## src/rtl/sr_rx_if_pkg.sv

```systemverilog
// Shared types and constants for the 3-wire shift-register link receiver.
package sr_rx_if_pkg;

    typedef enum logic [1:0] {
        ST_IDLE  = 2'd0,
        ST_SHIFT = 2'd1,
        ST_HOLD  = 2'd2
    } state_t;

    localparam int unsigned SYNC_DEPTH = 2;
    localparam int unsigned MAJ_LEN    = 3;

    // True when more than half of the window samples are high.
    function automatic logic majority(input logic [MAJ_LEN-1:0] s);
        int unsigned ones;
        ones = 0;
        for (int unsigned i = 0; i < MAJ_LEN; i++) begin
            ones += 32'(s[i]);
        end
        return ones > (MAJ_LEN / 2);
    endfunction

endpackage

```

## src/rtl/sr_rx_sync_edge.sv

```systemverilog
// Per-line pad synchronizer with rise/fall pulse generation.
// SR_RX_GLITCH_FILT_EN adds a majority filter that rejects single-cycle glitches.
module sr_rx_sync_edge
    import sr_rx_if_pkg::*;
(
    input  logic clk,
    input  logic rst,
    input  logic din,
    output logic lvl,
    output logic rise_c,
    output logic fall_c
);

    logic [SYNC_DEPTH-1:0] sync;
    logic                  s_d;

    always_ff @(posedge clk or posedge rst) begin
        if (rst) begin
            sync <= '0;
        end else begin
            sync <= {sync[SYNC_DEPTH-2:0], din};
        end
    end

`ifdef SR_RX_GLITCH_FILT_EN
    logic [MAJ_LEN-2:0] hist;
    logic               filt;

    // Window is the newest synchronized sample plus the previous MAJ_LEN-1.
    always_ff @(posedge clk or posedge rst) begin
        if (rst) begin
            hist <= '0;
            filt <= 1'b0;
        end else begin
            hist <= {hist[MAJ_LEN-3:0], sync[SYNC_DEPTH-1]};
            filt <= majority({hist, sync[SYNC_DEPTH-1]});
        end
    end

    assign lvl = filt;
`else
    assign lvl = sync[SYNC_DEPTH-1];
`endif

    always_ff @(posedge clk or posedge rst) begin
        if (rst) begin
            s_d <= 1'b0;
        end else begin
            s_d <= lvl;
        end
    end

    assign rise_c = lvl & ~s_d;
    assign fall_c = ~lvl & s_d;

endmodule

```

## src/rtl/sr_rx_if.sv

```systemverilog
// 74HC595-style receiver: deserializes MSB-first words, latches on RCLK, emulates the button.
// Build option SR_RX_GLITCH_FILT_EN enables input glitch filtering in sr_rx_sync_edge.
module sr_rx_if
    import sr_rx_if_pkg::*;
#(
    parameter int unsigned DW           = 8,
    parameter int unsigned TIMEOUT_LOG2 = 8
) (
    input  logic          clk,
    input  logic          rst,
    input  logic          sr_clk,
    input  logic          sr_dat,
    input  logic          sr_rclk,
    input  logic          btn_press,
    output logic          rclk_pd,
    output logic [DW-1:0] out_val,
    output logic          out_stb,
    output logic          frame_err,
    output logic          busy
);

    localparam int unsigned CW      = $clog2(DW) + 1;
    localparam int unsigned TW      = TIMEOUT_LOG2 + 1;
    localparam int unsigned CNT_MAX = 2 * DW - 1;

    logic clk_lvl, clk_rise, clk_fall;
    logic dat_lvl, dat_rise, dat_fall;
    logic rclk_lvl, rclk_rise, rclk_fall;
    logic unused_edges;

    sr_rx_sync_edge u_clk_se (
        .clk(clk), .rst(rst), .din(sr_clk),
        .lvl(clk_lvl), .rise_c(clk_rise), .fall_c(clk_fall)
    );

    sr_rx_sync_edge u_dat_se (
        .clk(clk), .rst(rst), .din(sr_dat),
        .lvl(dat_lvl), .rise_c(dat_rise), .fall_c(dat_fall)
    );

    sr_rx_sync_edge u_rclk_se (
        .clk(clk), .rst(rst), .din(sr_rclk),
        .lvl(rclk_lvl), .rise_c(rclk_rise), .fall_c(rclk_fall)
    );

    assign unused_edges = &{clk_lvl, clk_fall, dat_rise, dat_fall, rclk_lvl};

    state_t        state, state_nxt;
    logic [DW-1:0] shift, shift_nxt, shift_up;
    logic [CW-1:0] bit_cnt, cnt_nxt, cnt_up;
    logic [TW-1:0] tcnt, tcnt_nxt;
    logic [DW-1:0] val_nxt;
    logic          stb_nxt, err_nxt, do_latch;

    always_ff @(posedge clk or posedge rst) begin
        if (rst) begin
            state     <= ST_IDLE;
            shift     <= '0;
            bit_cnt   <= '0;
            tcnt      <= '0;
            out_val   <= '0;
            out_stb   <= 1'b0;
            frame_err <= 1'b0;
            busy      <= 1'b0;
            rclk_pd   <= 1'b0;
        end else begin
            state     <= state_nxt;
            shift     <= shift_nxt;
            bit_cnt   <= cnt_nxt;
            tcnt      <= tcnt_nxt;
            out_val   <= val_nxt;
            out_stb   <= stb_nxt;
            frame_err <= err_nxt;
            busy      <= (state_nxt != ST_IDLE);
            rclk_pd   <= btn_press;
        end
    end

    // Shift is resolved before the latch so a coincident RCLK sees the updated word.
    always_comb begin
        state_nxt = state;
        shift_nxt = shift;
        cnt_nxt   = bit_cnt;
        tcnt_nxt  = tcnt;
        val_nxt   = out_val;
        stb_nxt   = 1'b0;
        err_nxt   = 1'b0;
        do_latch  = 1'b0;
        shift_up  = {shift[DW-2:0], dat_lvl};
        cnt_up    = (bit_cnt == CW'(CNT_MAX)) ? bit_cnt : bit_cnt + CW'(1);

        case (state)
            ST_IDLE: begin
                tcnt_nxt = '0;
                if (clk_rise) begin
                    shift_nxt = shift_up;
                    cnt_nxt   = CW'(1);
                    state_nxt = ST_SHIFT;
                end
                do_latch = rclk_rise;
            end
            ST_SHIFT: begin
                if (clk_rise) begin
                    shift_nxt = shift_up;
                    cnt_nxt   = cnt_up;
                    tcnt_nxt  = '0;
                end else begin
                    tcnt_nxt  = tcnt + TW'(1);
                end
                if (rclk_rise) begin
                    do_latch = 1'b1;
                end else if (!clk_rise && tcnt[TW-1]) begin
                    state_nxt = ST_IDLE;
                    err_nxt   = 1'b1;
                    cnt_nxt   = '0;
                    tcnt_nxt  = '0;
                end
            end
            ST_HOLD: begin
                tcnt_nxt = '0;
                if (rclk_fall) begin
                    state_nxt = ST_IDLE;
                    cnt_nxt   = '0;
                end
            end
            default: begin
                state_nxt = ST_IDLE;
                cnt_nxt   = '0;
                tcnt_nxt  = '0;
            end
        endcase

        if (do_latch) begin
            state_nxt = ST_HOLD;
            tcnt_nxt  = '0;
            if (cnt_nxt == CW'(DW)) begin
                val_nxt = shift_nxt;
                stb_nxt = 1'b1;
            end else begin
                err_nxt = 1'b1;
            end
        end
    end

endmodule

```

## config.mk

```make
export PLATFORM = sky130hd
export DESIGN_NAME = sr_rx_if
export DESIGN_NICKNAME = d
export VERILOG_FILES = /design/src/rtl/sr_rx_if_pkg.sv /design/src/rtl/sr_rx_sync_edge.sv /design/src/rtl/sr_rx_if.sv
export SDC_FILE = /design/constraint.sdc
export NUM_CORES = 1
export LEC_CHECK = 0
export CAP_MARGIN = 5
export CORE_MARGIN = 4
export CORE_UTILIZATION = 45
export CTS_CLUSTER_SIZE = 30
export DETAILED_ROUTE_END_ITERATION = 16
export PLACE_DENSITY = 0.65
export SYNTH_ARGS = -nofsm -noshare
export SYNTH_HDL_FRONTEND = slang
export SYNTH_SLANG_ARGS = --single-unit
```

## constraint.sdc

```tcl
create_clock -name clk -period 2.55 [get_ports clk]
set_input_delay 0.255 -clock clk [delete_from_list [all_inputs] [get_ports clk]]
set_output_delay 0.255 -clock clk [all_outputs]
set_load 0.01 [all_outputs]
```

==> flow_summary.toml, run 1 <==
[run_status]
outcome = "finished clean"

[run]
cap_violations = 0

[floorplan]
die_x_microns = 70.9
std_cell_rows = 22
die_h_microns = 70.9
die_area_sq_mm = 0.00502
num_io_pins = 18
start_util_pct = 47.5
core_area_sq_mm = 0.00374

[grt]
grt.total_usage_pct = 12.9
grt-ovfl-total = 0
grt_antenna_before_repair = 0
grt_max_degree = 43
first_global_vias = 1156
grt_pass1_wl_microns = 5190

[final_layout]
drive_gt1_share_pct = 21.1
fill_cells = 318
multi_input_area_sq_um = 654
num-nets-final = 168
most-common-layout-cells = "43 x dfrtp_1, 17 x mux2_2, 17 x clkdlybuf4s50_1"
antenna_cells = 0
syn2layout_area_growth_pct = 17.2
final_common_cell = "dfrtp_1"
ff_latch_area_sq_mm = 0.00108

[route]
vias = 1104
first_pass_iters = 4
drt-initial-drc-count = 31
ant_nets = 0
wl_per_cell_microns = 14.0
via_per_inst = 5.28
drc = 0
route.final.wire_length_microns = 2930

[timing]
rsz0062_at_grt = "false"
worstMarginPinSlew_ps = 502
setup_violations = 0
fmax_ghz = 0.434
period_minus_slack_ps = 2310
period_share_pct = 90.4
hold_viol = 0
finalSetupTns_ps = 0
drv_slew = 0
relSlewSlack_pct = 66.5
skew_ps = 4.49

[power]
p_clk_share_pct = 27.0
p_int_w = 0.00110
power_density_mw_per_mm2 = 732
seqPwrFrac_pct = 55.8
ir_drop_mv = 0.431
switching_share_pct = 27.9
p_total_w = 0.00152
p_leak_nw = 0.907
power.switching_w = 0.000425
p_comb_share_pct = 17.2

[worst_setup_path]
rrSetupSlack_ps = 240
worstPathRequired_ps = 2730
worst-path-max-fanout = 9
worstSetupPathType = "reg -> reg"
worst_setup_path_end_kind = "register"
crit_arrival_ps = 2480
start_kind = "register"

[clock_network]
cts_setup_buffers = 0
root_buffer = "clkbuf_8"
cts_resized = 0
cts-buffers-inserted = 5
clock-sinks = 43
cts_tree = "done"
clock_latency_ps = 290
hold_buffers = 0
htree_levels = 2
clockBufferDepth = 2
clk_pin_slew_ps = 80

[hold_path]
hp-class = "in -> async"

[synthesis]
synth.area.top_cells = "dfrtp_1 61%, mux2_2 11%, nor2_1 3.0%"
synthCells = 137
synth_edf_count = 0
synth_nets = 145
ys_types = 36
synth_flop_cell = "dfrtp_1"
synth-seq-cells = 43
synth_top_area_cell = "dfrtp_1"
syn_area_per_cell_sq_um = 13.0
ys_seq_area_share_pct = 60.5
netlist.area_leader.share_pct = 60.5
synth_warnings = 0
synthArstFlopShare_pct = 100
syn_area_sq_mm = 0.00178

[placed_design]
hpwl_microns = 2100
gp_congestion = 0.793
port_buffers = 17
registers in the layout, summed over array words and instances, names as in the netlist:
register / cells
tcnt: 9
out_val: 8
shift: 8
bit_cnt: 4
state: 2
u_clk_se.sync: 2
u_dat_se.sync: 2
u_rclk_se.sync: 2
busy: 1
frame_err: 1
out_stb: 1
rclk_pd: 1
u_clk_se.s_d: 1
u_rclk_se.s_d: 1
logic make-up (layout without fill, tap and decap cells):
family | after synthesis | count (layout) | synth area share (%)
AOI/OAI and AO/OA | 16 | 16 | 6.97
xor gates and xnor gates | 6 | 6 | 2.96
adders and majority gates | 2 | 2 | 1.41
buffers and inverters | 8 | 32 | 2.67
DFF | 43 | 43 | 60.5
muxes | 17 | 17 | 10.8
and+or+nand+nor | 45 | 45 | 14.7
power by group through the flow:
stage          combinational [W]  clock (W)  sequential, W
2_1_floorplan           0.000223          0       0.000832
3_3_place_gp            0.000251          0       0.000858
3_5_place_dp            0.000268          0       0.000862
4_1_cts                 0.000266   0.000429       0.000849
5_1_grt                 0.000296   0.000457       0.000861
6_report                0.000262   0.000411       0.000850
critical path: stages, from the launching register on:
cell,delay (ps)
dfrtp_1,390
ha_1,250
nand3_1,110
nand2_1,90
mux2_2,330
a32o_1,250
nor4_4,210
buf_4,210
mux2_2,350
cells in the mapped netlist, drive strengths merged, types with 3 or more instances:
library cell and instances:
buf 3, dfrtp 43, inv 4, mux2 17
nand2 6, nand2b 4, nand3 6, nand4 3
nor2 14, nor4 3, o211ai 3, o21ai 3
xnor2 3, xor2 3
layer usage:
metal / wire, microns / part of all wire [%] / up-vias / track usage, %
li1: - / - / 533 / -
met1: 1370 / 47 / 544 / 16.5
met2: 1390 / 47 / 19 / 20.7
met3: 117 / 4.0 / 8 / 3.98
met4: 55 / 1.9 / 0 / 5.01
met5: 0 / 0 / - / 0
worst paths after layout:
check | end | startpoint | depth (start not counted)
max | out_val[1] | bit_cnt[1] | 8
min | rclk_pd | rst | 2
max reg2reg | out_val[1] | bit_cnt[1] | 8
min reg2reg | u_rclk_se.sync[1] | u_rclk_se.sync[0] | 0
max in group asynchronous | busy | rst | 3
min in group clk | u_rclk_se.sync[1] | u_rclk_se.sync[0] | 0
cell type report:
cell class                      count  share of cell area [%]
Clock inverter                      2                   0.601
Timing Repair Buffer               20                    9.25
Multi-Input combinational cell     86                    31.4
Tap cell                           48                    2.88
Inverter                            4                   0.721
Sequential cell                    43                    51.7
Clock buffer                        6                    3.48
through the flow:
| stage | hold slack (ps) | area (sq um) | instances | util [%] | setup slack, ps |
|---|---|---|---|---|---|
| floorplan | 286 | 1780 | 137 | - | 315 |
| global placement | 334 | 2000 | 201 | 53.4 | 347 |
| detailed placement | 335 | 2000 | 201 | 53.4 | 249 |
| CTS | 91.8 | 2080 | 209 | 55.6 | 247 |
| global route | 112 | 2080 | 209 | 55.6 | 134 |
| finish | 99.3 | 2080 | 209 | 55.6 | 245 |
Note: power is estimated with default switching activity, not from simulation.
==> run 2: changes to the inputs <==
Settings changed: CORE_UTILIZATION 45 to 25, PLACE_DENSITY 0.65 to 0.41.
==> run 2 against run 1 <==
  * Sequential share of layout area shrank 2.0 points
  * Critical path type unchanged
  * Worst setup slack lost 6.9 ps
  * Register-to-register slack hardly changed
  * Non-clock buffer count up 1
  * Wire length up 5.4%
  * Final cell count grew 23%
==> flow_summary.toml, run 2 (same netlist as run 1, synthesis figures left out) <==
[power]
ir_drop_mv = 0.232
p_leak_nw = 0.922
p_int_w = 0.00120
power_density_mw_per_mm2 = 746
p_comb_share_pct = 16.2
p_clk_share_pct = 31.1
p_total_w = 0.00162
switching_share_pct = 26.1
seqPwrFrac_pct = 52.6
power.switching_w = 0.000422

[route]
drt-initial-drc-count = 36
wl_per_cell_microns = 12.0
via_per_inst = 4.32
drc = 0
ant_nets = 0
first_pass_iters = 4
route.final.wire_length_microns = 3090
vias = 1109

[worst_setup_path]
worst-path-max-fanout = 9
r2r_end = "out_val[2]"
worstSetupPathType = "reg -> reg"
worst_setup_path_end_kind = "register"
worstPathRequired_ps = 2730
crit_arrival_ps = 2490
r2r_cells = 8
rrSetupSlack_ps = 240
reg2reg_from = "bit_cnt[1]"
start_kind = "register"

[hold_path]
hold_start = "u_rclk_se.sync[0]"
hold_depth = 0
holdPathEnd = "u_rclk_se.sync[1]"
hp-class = "reg -> reg"

[timing]
skew_ps = 9.17
hold_viol = 0
worstMarginPinSlew_ps = 540
rsz0062_at_grt = "false"
period_share_pct = 90.7
drv_slew = 0
relSlewSlack_pct = 64.0
setup_violations = 0
fmax_ghz = 0.432
fin_ws_ps = 238
finalSetupTns_ps = 0
period_minus_slack_ps = 2310
holdWs_ps = 350

[clock_network]
clock_latency_ps = 290
hold_buffers = 0
root_buffer = "clkbuf_8"
cts_setup_buffers = 0
htree_levels = 2
clock-sinks = 43
clockBufferDepth = 2
clk_pin_slew_ps = 80
cts_resized = 0
cts-buffers-inserted = 5
cts_tree = "done"

[floorplan]
std_cell_rows = 30
num_io_pins = 18
start_util_pct = 25.9
die_h_microns = 92.3
die_x_microns = 92.3
die_area_sq_mm = 0.00852
core_area_sq_mm = 0.00687

[grt]
grt_pass1_wl_microns = 5350
grt_max_degree = 44
grt.total_usage_pct = 8.08
first_global_vias = 1067
grt-ovfl-total = 0
grt_antenna_before_repair = 0

[final_layout]
antenna_cells = 0
most-common-layout-cells = "43 x dfrtp_1, 17 x mux2_2, 17 x clkdlybuf4s50_1"
num-nets-final = 169
syn2layout_area_growth_pct = 22.0
final_common_cell = "dfrtp_1"
drive_gt1_share_pct = 21.1
regMostFlops = "tcnt"
fin_area_sq_mm = 0.00217
reg_top3 = "tcnt x9, out_val x8, shift x8"
largest_register_ffs = 9

[run_status]
outcome = "finished clean"

[run]
cap_violations = 0

[placed_design]
postPlaceCellArea_sq_mm = 0.00207
gp_congestion = 0.798
hpwl_microns = 2230
place_ws_ps = 260
port_buffers = 17
-- run 2: cell types whose count changed in the layout (fill, tap and decap cells not counted), sizes merged --
cell and change:
buf +1, bufinv +1, clkinv -1, clkinvlp -1
-- run 2: critical path, stage by stage (launching register included) --
cell and delay [ps]:
dfrtp_1 400, ha_1 250, nand3_1 120, nand2_1 90
mux2_2 320, a32o_1 250, nor4_4 200, buf_4 210
mux2_2 340
-- run 2: metal layers --
metal / up-vias / track usage (%) / part of all wire, %
met5: - / 0 / 0
met4: 0 / 4.21 / 2.0
met3: 5 / 2.84 / 4.0
met2: 20 / 11.5 / 47
met1: 553 / 10.7 / 47
li1: 531 / - / -
-- run 2: area by class of cell --
type / instances / area [sq um]
fill: 690 / 4700
sequential: 43 / 1080
multi-input combinational: 86 / 654
timing repair buffer: 21 / 200
tap: 96 / 120
clock buffer: 6 / 72.6
clock inverter: 1 / 30.0
inverter: 4 / 15.0
-- run 2: worst max path at each step --
stage,to,cells past startpoint,start,slack (ps)
5_1_grt,out_val[2],8,bit_cnt[1],120
4_1_cts,out_val[4],8,bit_cnt[1],240
2_1_floorplan,out_val[0],7,bit_cnt[0],310
3_5_place_dp,out_val[7],8,bit_cnt[1],260
6_report,out_val[2],8,bit_cnt[1],240
3_3_place_gp,out_val[0],7,state[1],310
-- run 2: through the flow --
stage / utilization, % / cells
2_1_floorplan: - / 137
3_3_place_gp: 30.1 / 250
3_5_place_dp: 30.1 / 250
4_1_cts: 31.6 / 257
5_1_grt: 31.6 / 257
6_report: 31.6 / 257
-- run 2: power by group through the flow --
| stage | sequential, W | combinational [W] | clock (W) |
|---|---|---|---|
| 2_1_floorplan | 0.000832 | 0.000223 | 0 |
| 3_3_place_gp | 0.000862 | 0.000261 | 0 |
| 3_5_place_dp | 0.000867 | 0.000268 | 0 |
| 4_1_cts | 0.000852 | 0.000268 | 0.000527 |
| 5_1_grt | 0.000862 | 0.000299 | 0.000555 |
| 6_report | 0.000851 | 0.000263 | 0.000503 |
==> run 3: changes to the inputs <==
Settings changed: CTS_BUF_LIST set to sky130_fd_sc_hd__clkbuf_4.
==> run 3 against run 2 <==
  * First-iteration DRC count grew 47%
  * Via count grew 0.63%
  * Hold slack got worse by 18 ps
  * Critical endpoint unchanged
  * Largest cell class unchanged
==> flow_summary.toml, run 3 (same netlist as run 1, synthesis figures left out) <==
[run_status]
outcome = "finished clean"

[route]
route.final.wire_length_microns = 3100
vias = 1116
drt-initial-drc-count = 53
wl_per_cell_microns = 12.1
via_per_inst = 4.34
first_pass_iters = 6
drc = 0
ant_nets = 0

[timing]
worstMarginPinSlew_ps = 541
hold_viol = 0
drv_slew = 0
rsz0062_at_grt = "false"
skew_ps = 15.7
period_share_pct = 92.1
setup_violations = 0
fmax_ghz = 0.426
relSlewSlack_pct = 63.9
period_minus_slack_ps = 2350
finalSetupTns_ps = 0

[floorplan]
die_area_sq_mm = 0.00852
std_cell_rows = 30
core_area_sq_mm = 0.00687
num_io_pins = 18
die_x_microns = 92.3
start_util_pct = 25.9
die_h_microns = 92.3

[clock_network]
htree_levels = 2
hold_buffers = 0
cts_tree = "done"
cts_resized = 0
root_buffer = "clkbuf_4"
cts_setup_buffers = 0
clk_pin_slew_ps = 130
cts-buffers-inserted = 5
clock-sinks = 43
clockBufferDepth = 2
clock_latency_ps = 340

[grt]
grt.total_usage_pct = 8.01
grt.busiest_layer = "met2"
grt_antenna_before_repair = 0
grt_use_met2_pct = 11.5
first_global_vias = 1056
grt_pass1_wl_microns = 5340
grt_max_degree = 44
grt-ovfl-total = 0
grtUsageMet3_pct = 2.60
met1_usage_pct = 10.6

[placed_design]
gp_congestion = 0.798
hpwl_microns = 2230
port_buffers = 17

[worst_setup_path]
worst_setup_path_end_kind = "register"
slowest_delay_ps = 420
worst-path-max-fanout = 9
crit_top_cell = "mux2_2"
crit_slowest_cell = "dfrtp_1"
worstPathRequired_ps = 2780
worstSetupPathType = "reg -> reg"
cp_cell_sequence = "ha_1 -> nand3_1 -> nand2_1 -> mux2_2 -> a32o_1 -> nor4_4 -> buf_4 -> mux2_2"
start_kind = "register"
crit_arrival_ps = 2580

[power]
seqPwrFrac_pct = 55.6
p_int_w = 0.00112
ir_drop_mv = 0.250
power_density_mw_per_mm2 = 716
p_total_w = 0.00153
power.switching_w = 0.000412
switching_share_pct = 26.9
p_leak_nw = 0.912
p_clk_share_pct = 27.3
p_comb_share_pct = 17.2

[final_layout]
syn2layout_area_growth_pct = 20.4
largest_register_ffs = 9
final_core_util_pct = 31.2
reg_top3 = "tcnt x9, out_val x8, shift x8"
drive_gt1_share_pct = 21.7
most-common-layout-cells = "43 x dfrtp_1, 17 x mux2_2, 17 x clkdlybuf4s50_1"
fill_cells = 696
multi_input_area_sq_um = 654
ff_latch_area_sq_mm = 0.00108
num-nets-final = 169
regMostFlops = "tcnt"
final_common_cell = "dfrtp_1"
antenna_cells = 0

[run]
cap_violations = 0

[hold_path]
hp-class = "in -> async"
[run 3: cell type report]
class                   instances  share of cell area [%]
multi-input cells              86                    30.6
clock inverters                 1                    1.40
inverters                       4                   0.701
flip-flops and latches         43                    50.3
well taps                      96                    5.61
clock buffers                   6                    2.10
repair buffers                 21                    9.35
[run 3: per-layer routing]
metal,wire [microns],part of all wire [%],vias up
met5,0,0,-
met4,65,2.1,0
met3,129,4.2,6
met2,1440,47,23
met1,1460,47,554
li1,-,-,533
[run 3: worst max-delay path: cells and delay by family, from the launching register on]
kind / cells / cell delay (ps)
mux: 2 / 660
simple gates: 3 / 430
flops: 1 / 420
fa+ha+maj: 1 / 260
compound gates: 1 / 250
buf+inv: 1 / 210
[run 3: worst paths after layout]
kind | startpoint | to | slack, ps | cells after the start
worst max-delay path | bit_cnt[1] | out_val[2] | 200 | 8
worst min-delay path | rst | rclk_pd | 330 | 3
worst max register to register | bit_cnt[1] | out_val[2] | 200 | 8
worst min register to register | u_rclk_se.sync[0] | u_rclk_se.sync[1] | 360 | 0
max in group asynchronous | rst | frame_err | 1840 | 3
min in group clk | btn_press | rclk_pd | 330 | 1
[run 3: power by group through the flow]
stage                     registers, W  clock network, W  logic (W)
final                         0.000852          0.000418   0.000263
after global placement        0.000862                 0   0.000261
after detailed placement      0.000867                 0   0.000268
after floorplan               0.000832                 0   0.000223
after global routing          0.000862          0.000468   0.000299
after CTS                     0.000852          0.000441   0.000268
[run 3: per-stage QoR]
| step | hold WS, ps | instance area (sq um) | cells | setup WS, ps |
|---|---|---|---|---|
| 3_5_place_dp | 337 | 2070 | 250 | 260 |
| 6_report | 333 | 2140 | 257 | 201 |
| 4_1_cts | 309 | 2140 | 257 | 234 |
| 2_1_floorplan | 286 | 1780 | 137 | 315 |
| 3_3_place_gp | 333 | 2070 | 250 | 308 |
| 5_1_grt | 302 | 2140 | 257 | 108 |
